$ cat src/rtl/uart_rx_tx_buffer_if.sv
// Handshake and status bundle between the UART cores and the rx->tx byte buffer.
// The buffer connects through the slave modport and the UART side through the master modport.
interface uart_rx_tx_buffer_if #(
    parameter int unsigned ADDR_W = 4
);
    logic              rx_rdy;
    logic [7:0]        rx_data;
    logic              rx_rdy_clr;
    logic              tx_busy;
    logic              tx_start;
    logic [7:0]        tx_data;
    logic [ADDR_W:0]   fifo_count;
    logic              fifo_full;
    logic              fifo_empty;
    logic              overflow;
    logic              clr_overflow;
    logic [7:0]        drop_count;

    modport master (
        output rx_rdy, rx_data, tx_busy, clr_overflow,
        input  rx_rdy_clr, tx_start, tx_data, fifo_count, fifo_full, fifo_empty,
               overflow, drop_count
    );

    modport slave (
        input  rx_rdy, rx_data, tx_busy, clr_overflow,
        output rx_rdy_clr, tx_start, tx_data, fifo_count, fifo_full, fifo_empty,
               overflow, drop_count
    );
endinterface

$ cat src/rtl/uart_rx_tx_buffer.sv
// Circular byte FIFO between the UART receiver and transmitter. Requests toward the slow
// baud-clocked cores are held as levels until the far side acknowledges them.
module uart_rx_tx_buffer #(
    parameter int unsigned DEPTH  = 16,
    parameter int unsigned ADDR_W = 4
) (
    input logic              i_clk,
    input logic              i_rst,
    uart_rx_tx_buffer_if.slave bus
);
    localparam logic [ADDR_W:0] FullCnt = (ADDR_W + 1)'(DEPTH);

    typedef enum logic {
        RxIdle,
        RxClr
    } rx_state_e;

    typedef enum logic [1:0] {
        TxIdle,
        TxReq,
        TxWait
    } tx_state_e;

    rx_state_e         r_rx_state, w_rx_state_d;
    tx_state_e         r_tx_state, w_tx_state_d;
    logic [7:0]        r_mem [DEPTH];
    logic [ADDR_W-1:0] r_wr_ptr, r_rd_ptr;
    logic [ADDR_W:0]   r_count;
    logic [7:0]        r_tx_data;
    logic [7:0]        r_drop_count;
    logic              r_overflow;
    logic              w_full, w_empty, w_wr, w_drop, w_pop;

    assign w_full  = (r_count == FullCnt);
    assign w_empty = (r_count == '0);

    // Full is judged on the registered count, so a same-cycle pop never frees a slot.
    always_comb begin
        w_rx_state_d = r_rx_state;
        w_wr         = 1'b0;
        w_drop       = 1'b0;
        case (r_rx_state)
            RxIdle: begin
                if (bus.rx_rdy) begin
                    w_wr         = !w_full;
                    w_drop       = w_full;
                    w_rx_state_d = RxClr;
                end
            end
            RxClr: begin
                if (!bus.rx_rdy) w_rx_state_d = RxIdle;
            end
            default: w_rx_state_d = RxIdle;
        endcase
    end

    always_comb begin
        w_tx_state_d = r_tx_state;
        w_pop        = 1'b0;
        case (r_tx_state)
            TxIdle: begin
                if (!w_empty && !bus.tx_busy) begin
                    w_pop        = 1'b1;
                    w_tx_state_d = TxReq;
                end
            end
            TxReq: begin
                if (bus.tx_busy) w_tx_state_d = TxWait;
            end
            TxWait: begin
                if (!bus.tx_busy) w_tx_state_d = TxIdle;
            end
            default: w_tx_state_d = TxIdle;
        endcase
    end

    always_ff @(posedge i_clk) begin
        if (i_rst) begin
            r_rx_state   <= RxIdle;
            r_tx_state   <= TxIdle;
            r_wr_ptr     <= '0;
            r_rd_ptr     <= '0;
            r_count      <= '0;
            r_tx_data    <= 8'h00;
            r_overflow   <= 1'b0;
            r_drop_count <= 8'h00;
        end else begin
            r_rx_state <= w_rx_state_d;
            r_tx_state <= w_tx_state_d;
            if (w_wr) r_wr_ptr <= r_wr_ptr + 1'b1;
            if (w_pop) begin
                r_rd_ptr  <= r_rd_ptr + 1'b1;
                r_tx_data <= r_mem[r_rd_ptr];
            end
            case ({w_wr, w_pop})
                2'b10:   r_count <= r_count + 1'b1;
                2'b01:   r_count <= r_count - 1'b1;
                default: r_count <= r_count;
            endcase
            // A drop coinciding with a clear restarts the tally at one.
            if (w_drop) begin
                r_overflow <= 1'b1;
                if (bus.clr_overflow)          r_drop_count <= 8'd1;
                else if (r_drop_count != 8'hFF) r_drop_count <= r_drop_count + 1'b1;
            end else if (bus.clr_overflow) begin
                r_overflow   <= 1'b0;
                r_drop_count <= 8'h00;
            end
        end
    end

    always_ff @(posedge i_clk) begin
        if (w_wr) r_mem[r_wr_ptr] <= bus.rx_data;
    end

    assign bus.rx_rdy_clr = (r_rx_state == RxClr);
    assign bus.tx_start   = (r_tx_state == TxReq);
    assign bus.tx_data    = r_tx_data;
    assign bus.fifo_count = r_count;
    assign bus.fifo_full  = w_full;
    assign bus.fifo_empty = w_empty;
    assign bus.overflow   = r_overflow;
    assign bus.drop_count = r_drop_count;
endmodule
$ cat src/flat_wrapper.sv
// flat-port wrapper written by rule: the top's interface ports become plain ports
module uart_rx_tx_buffer_flat 
#(
    parameter int unsigned DEPTH  = 16,
    parameter int unsigned ADDR_W = 4
)
  (i_clk, i_rst, bus_rx_rdy, bus_rx_data, bus_tx_busy, bus_clr_overflow, bus_rx_rdy_clr, bus_tx_start, bus_tx_data, bus_fifo_count, bus_fifo_full, bus_fifo_empty, bus_overflow, bus_drop_count);
  uart_rx_tx_buffer_if #(.ADDR_W(ADDR_W)) bus_i ();
  input logic i_clk;
  input logic i_rst;
  input wire logic [$bits(bus_i.rx_rdy)-1:0] bus_rx_rdy;
  input wire logic [$bits(bus_i.rx_data)-1:0] bus_rx_data;
  input wire logic [$bits(bus_i.tx_busy)-1:0] bus_tx_busy;
  input wire logic [$bits(bus_i.clr_overflow)-1:0] bus_clr_overflow;
  output wire logic [$bits(bus_i.rx_rdy_clr)-1:0] bus_rx_rdy_clr;
  output wire logic [$bits(bus_i.tx_start)-1:0] bus_tx_start;
  output wire logic [$bits(bus_i.tx_data)-1:0] bus_tx_data;
  output wire logic [$bits(bus_i.fifo_count)-1:0] bus_fifo_count;
  output wire logic [$bits(bus_i.fifo_full)-1:0] bus_fifo_full;
  output wire logic [$bits(bus_i.fifo_empty)-1:0] bus_fifo_empty;
  output wire logic [$bits(bus_i.overflow)-1:0] bus_overflow;
  output wire logic [$bits(bus_i.drop_count)-1:0] bus_drop_count;
  assign bus_i.rx_rdy = bus_rx_rdy;
  assign bus_i.rx_data = bus_rx_data;
  assign bus_i.tx_busy = bus_tx_busy;
  assign bus_i.clr_overflow = bus_clr_overflow;
  assign bus_rx_rdy_clr = bus_i.rx_rdy_clr;
  assign bus_tx_start = bus_i.tx_start;
  assign bus_tx_data = bus_i.tx_data;
  assign bus_fifo_count = bus_i.fifo_count;
  assign bus_fifo_full = bus_i.fifo_full;
  assign bus_fifo_empty = bus_i.fifo_empty;
  assign bus_overflow = bus_i.overflow;
  assign bus_drop_count = bus_i.drop_count;
  uart_rx_tx_buffer #(.DEPTH(DEPTH), .ADDR_W(ADDR_W)) u_core (.i_clk(i_clk), .i_rst(i_rst), .bus(bus_i));
endmodule
$ cat config.mk
export PLATFORM = sky130hd
export DESIGN_NAME = uart_rx_tx_buffer_flat
export DESIGN_NICKNAME = d
export VERILOG_FILES = /design/src/rtl/uart_rx_tx_buffer_if.sv /design/src/rtl/uart_rx_tx_buffer.sv /design/src/flat_wrapper.sv
export SDC_FILE = /design/constraint.sdc
export NUM_CORES = 1
export LEC_CHECK = 0
export CORE_AREA = 2 2 149 108
export DETAILED_ROUTE_END_ITERATION = 16
export DIE_AREA = 0 0 151 110
export PLACE_DENSITY_LB_ADDON = 0.3
export SLEW_MARGIN = 10
export SYNTH_ARGS = -nofsm -noshare
export SYNTH_HDL_FRONTEND = slang
export SYNTH_SLANG_ARGS = --single-unit
$ cat constraint.sdc
create_clock -name i_clk -period 4 [get_ports i_clk]
set_input_delay 0.8 -clock i_clk [delete_from_list [all_inputs] [get_ports i_clk]]
set_output_delay 0.8 -clock i_clk [all_outputs]
set_load 0.02 [all_outputs]
==> impl_metrics.ini, run 1 <==
[run_status]
status = completed

[yosys]
synth_top_cell_area_share_pct = 58.6
synth_area_leader_cell = edfxtp_1
ys_ff_latch = 161
avgSynthCellArea_um2 = 15.2
async_flop_share_pct = 0
synth_cell_type_count = 45
netlist_top_cells_area = edfxtp_1, dfxtp_1, mux2i_1
synthFlopType = edfxtp_1
synth_cells = 432
synth_seq_area_share_pct = 68.7
synth_area_um2 = 6560
syn_nets = 456
synth_edf_count = 128
yosys_warnings = 0

[setup_path]
required_ns = 4.32
worst_path_max_delay_cell = clkdlybuf4s50_1
crit_type = in2reg
max_stage_delay_ns = 0.49
arrival_ns = 3.35
path_max_fanout = 4
cp-start-kind = input port
crit_chain = clkdlybuf4s50_1 -> a2111oi_4 -> ha_1 -> inv_1 -> fa_1 -> nor2b_1 -> o21ai_0 -> nand3_1 -> or3b_1 -> mux2_2
crit_path_end_kind = register

[place]
pre_cts_slack_ns = 0.548
dp_cells = 663
dpl.hpwl_um = 8850
gp_congestion = 0.799
port_buffers = 38
dpl-instance-area_um2 = 7200

[sta]
worstMarginPinSlew_ns = 0.908
setup_viol = 0
fin_tns_setup_ns = 0
finalHoldViolations = 0
rsz0062_at_grt = false
fmax_mhz = 330
fin_skew_ns = 0.0104
post-route-period-util_pct = 75.8
hold_slack_ns = 0.472
timing.final.ws_setup_ns = 0.967
slew-limit-headroom_pct = 39.2
finalMaxSlewViolations = 0
period_needed_ns = 3.03

[cells_and_area]
final_area_um2 = 7780
syn_to_final_growth_pct = 18.6
multi_input_area_um2 = 1910
fin_cells = 695
drive_gt1_share_pct = 15.6
fillers = 1251
fin_util_pct = 51.5
antenna_cells = 0
seq_area_um2 = 4510
fin_nets = 506

[global_route]
grt_start_max_net_pins = 47
grt-ovfl-total = 0
grt_pass1_vias = 3492
antenna_found_initial = 0
grt_pass1_wl_um = 20300
grt_usage_pct = 17.2

[clock_tree]
ctsResizeCount = 0
cts_tree = yes
clk_path_buf_depth = 2
numCtsBuffers = 17
cts_sinks = 161
path_clk_slew_ns = 0.07
h-tree-depth = 4
ctsHoldBuffers = 0
post_cts_buffers = 0
clk_latency_ns = 0.42
cts_root_buf = clkbuf_16

[flow_run]
maxCapViolCount = 0

[detailed_routing]
routed-via-count = 3743
ant_nets = 0
drt-total-wl_um = 13400
drtIter0Drc = 352
dr.pass1.iters = 4
drc = 0
wl_per_cell_um = 19.3
vias_per_cell = 5.39

[floorplan]
ioPinCount = 39
dieWidth_um = 151
num_rows = 38
die_h_um = 110
core_area_um2 = 15100
initial_utilization_pct = 43.4
die-area_um2 = 16600

[pwr]
leakagePower_nw = 2.45
p_per_area_nw_per_um2 = 570
total_power_mw = 4.44
peakVddDrop_mv = 0.338

[hold_path]
holdCritPathClass = reg2reg
## final cells by class
type                       instances  share of cell area [%]
sequential                       161                    57.9
timing repair buffer              53                    6.50
clock buffer                      19                    5.96
clock inverter                    13                    1.46
multi-input combinational        240                    24.5
tap                              200                    3.22
inverter                           9                   0.434
## synth_stat cells (all sizes together) (2+ instances only)
cell       n
edfxtp   128
nor2      47
mux2i     46
dfxtp     33
o22ai     22
nand2     15
buf       12
nor3      11
clkbuf    10
ha        10
mux4      10
a211oi     9
a21oi      9
inv        9
xnor2      9
a2111oi    8
xor2       6
nand3      5
nand2b     4
nor2b      4
o21ai      4
nand4      3
and2       2
and4       2
nand3b     2
nor3b      2
nor4       2
## critical path: cells and delay by family
kind,cells,cell delay [ns]
fa+ha+maj,2,0.69
mux,1,0.27
simple gates,3,0.61
compound gates,2,0.38
buf+inv,2,0.59
## flip-flops by register name, summed over array words and instances (netlist names)
name	count
u_core.r_rd_ptr	4
u_core.bus.overflow	1
u_core.r_tx_state	2
u_core.r_wr_ptr	4
u_core.r_mem	128
u_core.bus.rx_rdy_clr	1
u_core.bus.fifo_count	5
u_core.bus.drop_count	8
u_core.bus.tx_data	8
## layer usage
| layer | GRT usage (%) | up-vias | wire length [µm] |
|---|---|---|---|
| met5 | 0 | - | 0 |
| met4 | 5.61 | 0 | 125 |
| met3 | 3.99 | 16 | 767 |
| met2 | 23.8 | 102 | 5880 |
| met1 | 26.6 | 1875 | 6610 |
| li1 | - | 1750 | - |
## worst paths after layout
| path | end | cells past startpoint | slack [ns] | from |
|---|---|---|---|---|
| setup / recovery | u_core.bus.fifo_count[4] | 10 | 0.97 | bus_tx_busy |
| setup reg to reg | u_core.bus.fifo_count[4] | 11 | 1.05 | u_core.bus.fifo_count[0] |
| hold / removal | u_core.bus.overflow | 2 | 0.47 | u_core.bus.overflow |
| hold reg to reg | u_core.bus.overflow | 2 | 0.47 | u_core.bus.overflow |
## cell families (layout without fill, tap and decap cells)
| group | count (synthesis) | after routing | share of synthesized area (%) |
|---|---|---|---|
| AO/OA/AOI/OAI | 54 | 54 | 5.87 |
| multiplexers | 57 | 57 | 10.6 |
| buffers and inverters | 31 | 94 | 2.42 |
| AND/OR/NAND/NOR | 103 | 103 | 8.20 |
| adder cells (fa/ha/maj) | 11 | 11 | 2.21 |
| flip-flops | 161 | 161 | 68.7 |
| XOR/XNOR | 15 | 15 | 2.00 |
## where the power goes
group          switching, mW  leakage, nW  internal, mW
Combinational          0.481        0.733         0.394
Clock                  0.693        0.289         0.870
Sequential            0.0972         1.42          1.90
Total                   1.27         2.45          3.17
## cell usage in the layout (no fill, tap or decap), types with 5 or more instances in the layout
cell / count
clkinv_4: 5
nand3_1: 5
nor2_1: 46
clkdlybuf4s50_1: 38
ha_1: 10
nor3_1: 8
dfxtp_1: 32
nand2_1: 15
a21oi_1: 8
inv_1: 9
o22ai_1: 22
a211oi_1: 9
xnor2_1: 9
clkbuf_16: 18
buf_4: 14
xor2_1: 6
mux4_2: 10
mux2i_1: 46
edfxtp_1: 128
Power figures use the tool's default switching activity.
==> run 2: changes to the inputs <==
==> constraint.sdc (replaced) <==
create_clock -name i_clk -period 2.6 [get_ports i_clk]
set_input_delay 0.52 -clock i_clk [delete_from_list [all_inputs] [get_ports i_clk]]
set_output_delay 0.52 -clock i_clk [all_outputs]
set_load 0.02 [all_outputs]
==> run 2 against run 1 <==
  * Sequential cell count did not move
  * Largest power group unchanged
  * Critical endpoint unchanged
  * Sequential share of layout area fell by 1.8 points
  * Final cell count rose by 3.2%
  * Worst hold slack improved by 0.00051 ns
  * Largest cell class unchanged
  * Total power rose by 63%
  * Clock power rose by 65%
  * The run now ends with negative setup slack left
  * Sequential power rose by 53%
  * Utilization rose by 1.8 points
==> impl_metrics.ini, run 2 (synthesis gave the netlist of run 1 again) <==
[run_status]
status = finished with violations
failed_checks = negative setup slack

[place]
pre_cts_slack_ns = -0.484
dpl.hpwl_um = 9090
gp_congestion = 0.794
dpl-instance-area_um2 = 7410
dp_cells = 681
port_buffers = 38

[sta]
hold_slack_ns = 0.472
worstMarginPinSlew_ns = 0.821
post-route-period-util_pct = 103
period_needed_ns = 2.68
slew-limit-headroom_pct = 43.9
finalHoldViolations = 0
fmax_mhz = 374
rsz0062_at_grt = true
timing.final.ws_setup_ns = -0.0756
fin_tns_setup_ns = -0.0756
setup_viol = 1
finalMaxSlewViolations = 0
fin_skew_ns = 0.0109

[cells_and_area]
fillers = 1211
final_area_um2 = 8060
largest_reg_flops = 128
syn_to_final_growth_pct = 22.8
fin_cells = 717
final_cell_mix = edfxtp_1, nor2_1, mux2i_1
fin_nets = 528
seq_area_um2 = 4520
multi_input_area_um2 = 1950
top_register = u_core.r_mem
fin_util_pct = 53.3
final_common_cell = edfxtp_1
drive_gt1_share_pct = 20.7
antenna_cells = 0

[clock_tree]
cts_root_buf = clkbuf_16
h-tree-depth = 4
clk_latency_ns = 0.42
cts_tree = yes
cts_sinks = 161
path_clk_slew_ns = 0.06
numCtsBuffers = 17
clk_path_buf_depth = 2

[pwr]
pwr-share-comb_pct = 22.4
power_frac_seq_pct = 42.1
p_clk_share_pct = 35.5
leakagePower_nw = 2.57
peakVddDrop_mv = 0.519
total_power_mw = 7.25
p_per_area_nw_per_um2 = 900
p_int_mw = 5.32
swShare_pct = 26.6
power.switching_mw = 1.93

[setup_path]
required_ns = 2.91
cp-start-kind = register
crit_top_cell = ha_4
crit_chain = nor4_4 -> a2111oi_4 -> ha_4 -> buf_12 -> ha_4 -> nor2b_2 -> o21ai_2 -> a21oi_1 -> or3b_4 -> mux2_2
max_stage_delay_ns = 0.48
crit_path_end_kind = register
crit_type = reg2reg
arrival_ns = 2.98
worst_path_max_delay_cell = nor4_4
path_max_fanout = 4

[floorplan]
dieWidth_um = 151
ioPinCount = 39
core_area_um2 = 15100
die-area_um2 = 16600
num_rows = 38
die_h_um = 110
initial_utilization_pct = 43.4

[global_route]
grt_start_max_net_pins = 57
grt_pass1_vias = 3556
antenna_found_initial = 0
grt-ovfl-total = 0
grt_pass1_wl_um = 20600
grt_usage_pct = 17.3

[detailed_routing]
ant_nets = 0
wl_per_cell_um = 18.8
vias_per_cell = 5.21
dr.pass1.iters = 5
routed-via-count = 3739
drc = 0
drt-total-wl_um = 13500
drtIter0Drc = 353

[hold_path]
holdCritPathClass = reg2reg

[flow_run]
maxCapViolCount = 0
==> run 2: power groups by stage <==
stage / clock, mW / combinational [mW] / sequential, mW
2_1_floorplan: 0 / 0.815 / 3.22
3_3_place_gp: 0 / 1.54 / 3.10
3_5_place_dp: 0 / 1.57 / 3.11
4_1_cts: 2.60 / 1.57 / 3.06
5_1_grt: 2.71 / 1.76 / 3.07
6_report: 2.57 / 1.63 / 3.05
==> run 2: metal layers <==
layer,up-vias,track usage (%),wire length [µm]
li1,1793,-,-
met1,1846,26.7,6650
met2,94,23.6,5940
met3,6,4.53,792
met4,0,5.81,67
met5,-,0,0
==> run 2: worst max-delay path: cells and delay by family, from the launching register on <==
family | cells | cell delay [ns]
muxes | 1 | 0.27
and+or+nand+nor | 3 | 1.01
adders and majority gates | 2 | 0.41
AOI/OAI and AO/OA | 3 | 0.39
DFF | 1 | 0.36
buffers and inverters | 1 | 0.12
==> run 2: timing repair <==
action                                  CTS  global route
endpoints found under the setup margin    3             1
setup buffers                             1             4
pin swaps                                 1             5
hold buffers                              0             0
resized for setup                         2             4
gates cloned                              0             0
==> run 2: area by class of cell <==
type | instances | area share (%)
inverter | 9 | 0.450
multi-input combinational | 240 | 24.2
clock buffer | 22 | 5.51
clock inverter | 10 | 1.99
tap | 200 | 3.11
sequential | 161 | 56.1
timing repair buffer | 75 | 8.60
==> run 2: path summary, 6_finish.rpt <==
kind                            cells past startpoint                       end  slack [ns]                      from
worst max register to register                     10  u_core.bus.fifo_count[4]       -0.08  u_core.bus.fifo_count[3]
worst min register to register                      2       u_core.bus.overflow        0.47       u_core.bus.overflow
worst max-delay path                               10  u_core.bus.fifo_count[4]       -0.08  u_core.bus.fifo_count[3]
worst min-delay path                                2       u_core.bus.overflow        0.47       u_core.bus.overflow
==> run 3: changes to the inputs <==
--- a/config.mk
+++ b/config.mk
@@ -5,9 +5,9 @@
 export SDC_FILE = /design/constraint.sdc
 export NUM_CORES = 1
 export LEC_CHECK = 0
-export CORE_AREA = 2 2 149 108
+export CORE_AREA = 4 4 128 130
 export DETAILED_ROUTE_END_ITERATION = 16
-export DIE_AREA = 0 0 151 110
+export DIE_AREA = 0 0 132 134
 export PLACE_DENSITY_LB_ADDON = 0.3
 export SLEW_MARGIN = 10
 export SYNTH_ARGS = -nofsm -noshare
==> run 3 against run 2 <==
  * The flow now finishes without violations
  * Clock skew shrank 0.0028 ns
  * Design area increased by 0.59%
  * Clock power is 3% lower
  * Sequential cell count stayed put
  * Register-to-register slack better by 0.16 ns
  * Combinational power grew 2%
==> impl_metrics.ini, run 3 (synthesis gave the netlist of run 1 again) <==
[cells_and_area]
syn_to_final_growth_pct = 23.6
fin_nets = 538
final_common_cell = edfxtp_1
fillers = 1242
antenna_cells = 0
final_cell_mix = edfxtp_1, nor2_1, mux2i_1
fin_util_pct = 53.5
largest_reg_flops = 128
top_register = u_core.r_mem
drive_gt1_share_pct = 23.0

[pwr]
peakVddDrop_mv = 0.668
leakagePower_nw = 2.61
p_per_area_nw_per_um2 = 891

[detailed_routing]
dr.pass1.iters = 4
drc = 0
wl_per_cell_um = 18.9
drtIter0Drc = 263
vias_per_cell = 5.32
drt-total-wl_um = 13500
routed-via-count = 3807
ant_nets = 0

[place]
gp_congestion = 0.824
dpl.hpwl_um = 8940
port_buffers = 38

[floorplan]
die_h_um = 134
ioPinCount = 39
initial_utilization_pct = 43.3
num_rows = 45
core_area_um2 = 15100
dieWidth_um = 132
die-area_um2 = 17700

[setup_path]
required_ns = 2.91
cp-start-kind = register
crit_path_end_kind = register
path_max_fanout = 5
crit_type = reg2reg
arrival_ns = 2.82

[global_route]
grt-busiest-layer = met2
met3_usage_pct = 4.80
met1_usage_pct = 20.0
grt_pass1_vias = 3831
grt_usage_pct = 15.8
antenna_found_initial = 0
grt_pass1_wl_um = 21300
grt-ovfl-total = 0
grt_start_max_net_pins = 36
met2_usage_pct = 26.6

[sta]
setup_viol = 0
finalMaxSlewViolations = 0
post-route-period-util_pct = 96.6
rsz0062_at_grt = true
fin_skew_ns = 0.00817
period_needed_ns = 2.51
finalHoldViolations = 0
fin_tns_setup_ns = 0
fmax_mhz = 398
worstMarginPinSlew_ns = 0.698
slew-limit-headroom_pct = 52.3

[clock_tree]
clk_latency_ns = 0.43
cts_sinks = 161
cts_root_buf = clkbuf_16
h-tree-depth = 4
cts_tree = yes
ctsHoldBuffers = 0
clk_path_buf_depth = 2
numCtsBuffers = 17
path_clk_slew_ns = 0.06

[run_status]
status = completed

[flow_run]
maxCapViolCount = 0

[hold_path]
holdCritPathClass = reg2reg
==> run 3: path summary, 6_finish.rpt <==
path / startpoint / slack (ns) / cells past startpoint / end
worst max-delay path: u_core.bus.fifo_count[0] / 0.09 / 11 / u_core.bus.fifo_count[4]
worst min-delay path: u_core.bus.overflow / 0.49 / 2 / u_core.bus.overflow
worst min register to register: u_core.bus.overflow / 0.49 / 2 / u_core.bus.overflow
worst max register to register: u_core.bus.fifo_count[0] / 0.09 / 11 / u_core.bus.fifo_count[4]
==> run 3: power breakdown <==
group          switching (mW)  total [mW]  internal [mW]
registers               0.114        3.06           2.95
logic                   0.834        1.67          0.837
clock network           0.987        2.49           1.50
==> run 3: repair_timing <==
item	in CTS	in global routing
buffers inserted	4	1
pin swaps	3	5
setup endpoints to repair	1	2
gates resized for setup	2	6
==> run 3: through the flow <==
stage	power [mW]	hold slack (ns)	instances	cell area, µm²	worst slack (ns)
6_report	7.22	0.486	715	8110	0.0884
5_1_grt	7.58	0.518	715	8110	-0.0484
4_1_cts	7.23	0.493	714	8070	0.00137
3_5_place_dp	4.70	0.485	678	7450	-0.406
3_3_place_gp	4.64	0.461	678	7450	-0.347
2_1_floorplan	4.04	0.522	432	6630	-0.0353
==> run 3: critical path: stages (launching register included) <==
cell and delay [ns]:
dfxtp_4 0.36, nor4_4 0.04, buf_6 0.13, a2111oi_4 0.36
ha_4 0.20, inv_2 0.04, fa_2 0.38, nor2b_4 0.13
o21ai_2 0.06, nand3_1 0.06, or3b_4 0.37, mux2_2 0.27
==> run 3: layer usage <==
| layer | part of all wire [%] | vias to the layer above |
|---|---|---|
| li1 | - | 1817 |
| met1 | 43 | 1888 |
| met2 | 51 | 91 |
| met3 | 5.2 | 11 |
| met4 | 0.95 | 0 |
| met5 | 0 | - |
==> run 3: layout make-up <==
class	instances	area, µm²	area share [%]
multi-input combinational	240	1970	24.3
sequential	161	4520	55.8
inverter	9	36.3	0.448
clock inverter	14	161	1.99
clock buffer	18	429	5.29
timing repair buffer	85	749	9.25
tap	188	235	2.90
